### config.mk
export PLATFORM = sky130hd
export DESIGN_NAME = pezaris_seq_mult_ctrl
export DESIGN_NICKNAME = d
export VERILOG_FILES = /design/src/rtl/pezaris_seq_mult_ctrl.sv
export SDC_FILE = /design/constraint.sdc
export NUM_CORES = 1
export LEC_CHECK = 0
export CAP_MARGIN = 20
export CORE_MARGIN = 1.5
export CORE_UTILIZATION = 60
export CTS_BUF_LIST = sky130_fd_sc_hd__clkbuf_4
export DETAILED_ROUTE_END_ITERATION = 12
export PLACE_DENSITY = 0.86
export SETUP_SLACK_MARGIN = 0.1
export SLEW_MARGIN = 10
export SYNTH_ARGS = -nofsm -noshare
export SYNTH_HDL_FRONTEND = slang
export SYNTH_SLANG_ARGS = --single-unit
### constraint.sdc
create_clock -name clk -period 4.4 [get_ports clk]
set_clock_uncertainty 0.1 [all_clocks]
set_input_delay 0.66 -clock clk [delete_from_list [all_inputs] [get_ports clk]]
set_output_delay 0.66 -clock clk [all_outputs]
set_load 0.05 [all_outputs]
### src/rtl/pezaris_seq_mult_ctrl.sv
// Iterative signed multiplier: one Pezaris carry-save row reused WIDTH times, then a resolve add.
// Optional performance counters are enabled with `define PEZARIS_PERF_EN.
module pezaris_seq_mult_ctrl #(
  parameter int unsigned WIDTH = 8
) (
  input  logic                 clk,
  input  logic                 rst,
  input  logic                 in_valid,
  output logic                 in_ready,
  input  logic [WIDTH-1:0]     a,
  input  logic [WIDTH-1:0]     b,
  output logic                 out_valid,
  input  logic                 out_ready,
  output logic [2*WIDTH-1:0]   p,
`ifdef PEZARIS_PERF_EN
  output logic [31:0]          op_count,
  output logic [31:0]          busy_cycles,
`endif
  output logic                 busy
);

  localparam int unsigned PW = 2 * WIDTH;
  localparam int unsigned CW = (WIDTH > 2) ? $clog2(WIDTH) : 1;

  typedef enum logic [1:0] {
    IDLE    = 2'd0,
    ROW     = 2'd1,
    RESOLVE = 2'd2,
    DONE    = 2'd3
  } state_t;

  state_t          state, next_state;
  logic [WIDTH-1:0] a_q, b_q;
  logic [CW-1:0]   cnt;
  logic [PW-1:0]   sum_q, carry_q;
  logic [PW-1:0]   term, row_x, sum_n, carry_n;
  logic            row_cin;
  logic            accept, last_row, release_out;

  assign accept      = (state == IDLE) && in_valid && in_ready;
  assign last_row    = (cnt == CW'(WIDTH - 1));
  assign release_out = (state == DONE) && out_ready;

  // Next-state decode.
  always_comb begin
    next_state = state;
    case (state)
      IDLE:    if (accept) next_state = ROW;
      ROW:     if (last_row) next_state = RESOLVE;
      RESOLVE: next_state = DONE;
      DONE:    if (out_ready) next_state = IDLE;
      default: next_state = IDLE;
    endcase
  end

  // Carry-save row: the sign row adds ~(term<<i) and injects the +1 at carry bit 0.
  always_comb begin
    term    = {{WIDTH{a_q[WIDTH-1]}}, a_q} & {PW{b_q[cnt]}};
    row_x   = term << cnt;
    row_cin = 1'b0;
    if (last_row) begin
      row_x   = ~row_x;
      row_cin = 1'b1;
    end
    sum_n   = sum_q ^ carry_q ^ row_x;
    carry_n = {((sum_q & carry_q) | (sum_q & row_x) | (carry_q & row_x)), row_cin} >> 0 == '0
              ? '0 : PW'({((sum_q & carry_q) | (sum_q & row_x) | (carry_q & row_x)), row_cin});
  end

  always_ff @(posedge clk) begin
    if (rst) begin
      state     <= IDLE;
      in_ready  <= 1'b1;
      out_valid <= 1'b0;
      busy      <= 1'b0;
    end else begin
      state     <= next_state;
      in_ready  <= (next_state == IDLE);
      out_valid <= (next_state == DONE);
      busy      <= (next_state != IDLE);
    end
  end

  // Operand capture, row sequencing and the final resolve add.
  always_ff @(posedge clk) begin
    if (rst) begin
      a_q     <= '0;
      b_q     <= '0;
      cnt     <= '0;
      sum_q   <= '0;
      carry_q <= '0;
      p       <= '0;
    end else begin
      case (state)
        IDLE: if (accept) begin
          a_q     <= a;
          b_q     <= b;
          cnt     <= '0;
          sum_q   <= '0;
          carry_q <= '0;
        end
        ROW: begin
          sum_q   <= sum_n;
          carry_q <= carry_n;
          if (!last_row) cnt <= cnt + CW'(1);
        end
        RESOLVE: p <= sum_q + carry_q;
        default: ;
      endcase
    end
  end

`ifdef PEZARIS_PERF_EN
  // Completed-product and busy-cycle counters, wrapping modulo 2^32.
  always_ff @(posedge clk) begin
    if (rst) begin
      op_count    <= '0;
      busy_cycles <= '0;
    end else begin
      if (release_out) op_count <= op_count + 32'd1;
      if (busy)        busy_cycles <= busy_cycles + 32'd1;
    end
  end
`else
  logic unused_release;
  assign unused_release = release_out;
`endif

endmodule

==> run metrics <==
FP Rows 30; Initial Util 62.5%; RSZ-0062 raised after global routing no; hold_buf cts 0; hold crit path type reg2reg; Routed WL 9.64 mm; die extent in y 87.3 µm; status completed; Num CTS Buffers 9; Slew Viols, Final 0; Hold Fails Final Rpt 0; largest net degree at the start of global routing 75; Startpoint Class register; wl on met1 4.18 mm; critical path arrival 3.88 ns; Synth Instances 497; CTS tree done; worst hold path depth 2; HPWL after DPL 6.94 mm; DR pass1 iterations 5; hold slack 0.360 ns; H-tree depth 3; DRT antenna net count 0; worst hold start p[15]; max layer used met4; Slew HR 27.3%; Logic pwr share 11.7%; Clock Power Share 36.9%; Pleak 1.87 nW; Worst EP required 4.61 ns; FFs w/ async S/R, synth 0%; layout cells sized above 1 7.24%; DP Area 4670 µm²; wire per inst 15.5 µm; Synth Register Bits 72; Post-Synthesis Cell Area 4270 µm²; fmax 273 MHz; Synth-to-Final Area Change 13.2%; critical path peak fanout 14; port bufs 38; WL met2 4.72 mm; GPL Wtd Cong 0.892; Final Util 70.7%; sequential share of the synthesized area 33.8%; Max-Cap Viols 0; Die Area 7630 µm²; first-pass GRT wire length 16.6 mm; Core Region 6830 µm²; Ant. Diodes 0; clock transition at the registers of the reported paths 0.13 ns; Post-Syn Nets 552; io pins 39; number of global-route vias before repair 3500; predominant post-synthesis flop cell dfxtp_1; CTS resizes 0; Sw Ratio 28.1%; Final Power 0.00133 W; Total Neg Setup Slack 0 ns; NetSw 0.000373 W; RR Startpoint cnt[1]; WL met3 516 µm; crit path time final 3.66 ns; die width 87.3 µm; Post-CTS Setup Bufs 0; r2r worst-path depth 11; CP endpoint kind register; VDD IR max 0.214 mV; Max Root-Sink Buffers 2; initial antenna violation count 0; CTS root buf clkbuf_4; CTS sink cnt 72; post-route cell area 4830 µm²; DRT iter0 DRCs 274; final setup fails 0; GRT overflow 0; vias 3707; period utilization 83.2%; overall routing resource usage 28.0%; sequential power share 51.3%; Via density 5.97; Power Dens Cells 275 nW/µm²; Synth cell types 59; Syn Area/Cell 8.58 µm²; # nets final 575; Worst-Skew Late Latency 0.46 ns; DRC 0; worst slew pin tran 1.09 ns; YS warnings 0; Worst Hold Path EP p[15]; Int Power 0.000955 W; Crit Path Category reg2reg; number of flops mapped to enable cells by yosys 0; r2r setup slk 0.74 ns; worst r2r dst carry_q[1]
## worst max-delay path, cell delays in order (launching register included)
cell      delay [ns]
dfxtp_1         0.67
buf_4           0.24
mux2_2          0.33
o21ai_0         0.29
a211oi_2        0.13
xor2_1          0.18
fa_1            0.42
nor4_1          0.28
nand4_1         0.12
o41a_1          0.45
a22oi_1         0.24
nor2_1          0.06
## layer usage
layer  up-vias  track usage (%)
met5         -                0
met4         0             11.0
met3        24             5.88
met2       122             45.9
met1      1736             36.2
li1       1825                -
## state kept, by name, summed over array words and instances, names as in the netlist
name,cells
carry_q,16
p,16
sum_q,16
a_q,8
b_q,8
cnt,3
state,2
busy,1
in_ready,1
out_valid,1
## power groups by stage
stage / logic (W) / clock network [W] / registers (W)
CTS: 0.000155 / 0.000491 / 0.000682
finish: 0.000156 / 0.000491 / 0.000682
global placement: 0.000150 / 0 / 0.000696
floorplan: 0.000108 / 0 / 0.000699
detailed placement: 0.000154 / 0 / 0.000697
global route: 0.000172 / 0.000526 / 0.000686
## cells in the mapped netlist (3+ instances only)
| master | n | area, µm² |
|---|---|---|
| a211oi_1 | 9 | 67.6 |
| a21o_1 | 4 | 30.0 |
| a21oi_1 | 62 | 310 |
| a22oi_1 | 11 | 82.6 |
| a31oi_1 | 4 | 25.0 |
| buf_1 | 7 | 26.3 |
| buf_2 | 5 | 25.0 |
| clkbuf_1 | 18 | 67.6 |
| dfxtp_1 | 72 | 1440 |
| fa_1 | 17 | 340 |
| ha_1 | 18 | 225 |
| inv_1 | 13 | 48.8 |
| mux2i_1 | 6 | 60.1 |
| mux4_2 | 3 | 67.6 |
| nand2_1 | 73 | 274 |
| nand2b_1 | 6 | 37.5 |
| nand3_1 | 30 | 150 |
| nand3b_1 | 4 | 30.0 |
| nand4_1 | 5 | 31.3 |
| nor2_1 | 39 | 146 |
| nor2b_1 | 3 | 18.8 |
| nor3_1 | 6 | 30.0 |
| nor4_1 | 5 | 31.3 |
| o21a_1 | 5 | 37.5 |
| o21ai_0 | 15 | 75.1 |
| o31ai_1 | 3 | 22.5 |
| xnor2_1 | 3 | 26.3 |
| xor2_1 | 11 | 96.3 |
## through the flow
stage / setup WS [ns] / cells
5_1_grt: 0.519 / 621
3_5_place_dp: 0.802 / 605
4_1_cts: 0.750 / 621
3_3_place_gp: 0.897 / 605
6_report: 0.738 / 621
2_1_floorplan: 1.19 / 497
## cell type report
cell class,instances,area (µm²)
clock inverters,7,95.1
inverters,13,48.8
well taps,96,120
repair buffers,44,420
flip-flops and latches,72,1440
fillers,559,2000
clock buffers,9,67.6
multi-input cells,380,2640
## cell usage in the layout, fill, tap and decap left out, types with 5 or more instances in the layout
cell type	count
a21oi_1	62
mux2i_1	6
nand4_1	5
nand2_1	73
buf_4	6
nor2_1	39
nor4_1	5
a211oi_1	9
inv_1	13
clkbuf_4	9
ha_1	18
dfxtp_1	72
nand3_1	30
nor3_1	6
a22oi_1	11
nand2b_1	6
o21ai_0	15
o21a_1	5
xor2_1	11
fa_1	17
clkdlybuf4s50_1	37
## cells by family (layout without fill, tap and decap cells)
group	after synthesis	count (layout)	share of synthesized area [%]
buf+inv	45	73	4.46
mux	12	12	4.49
compound gates	138	138	21.7
fa+ha+maj	35	35	13.3
flops	72	72	33.8
simple gates	181	181	19.4
xor+xnor	14	14	2.87
## worst max-delay path by stage
stage | startpoint | endpoint | slack [ns] | cells after the start
4_1_cts | cnt[1] | carry_q[1] | 0.75 | 11
2_1_floorplan | cnt[0] | carry_q[2] | 1.19 | 13
3_3_place_gp | cnt[0] | carry_q[13] | 0.90 | 12
5_1_grt | cnt[2] | carry_q[3] | 0.52 | 11
6_report | cnt[1] | carry_q[1] | 0.74 | 11
3_5_place_dp | cnt[1] | carry_q[10] | 0.80 | 11
No activity file was read; power rests on OpenSTA's default activity.
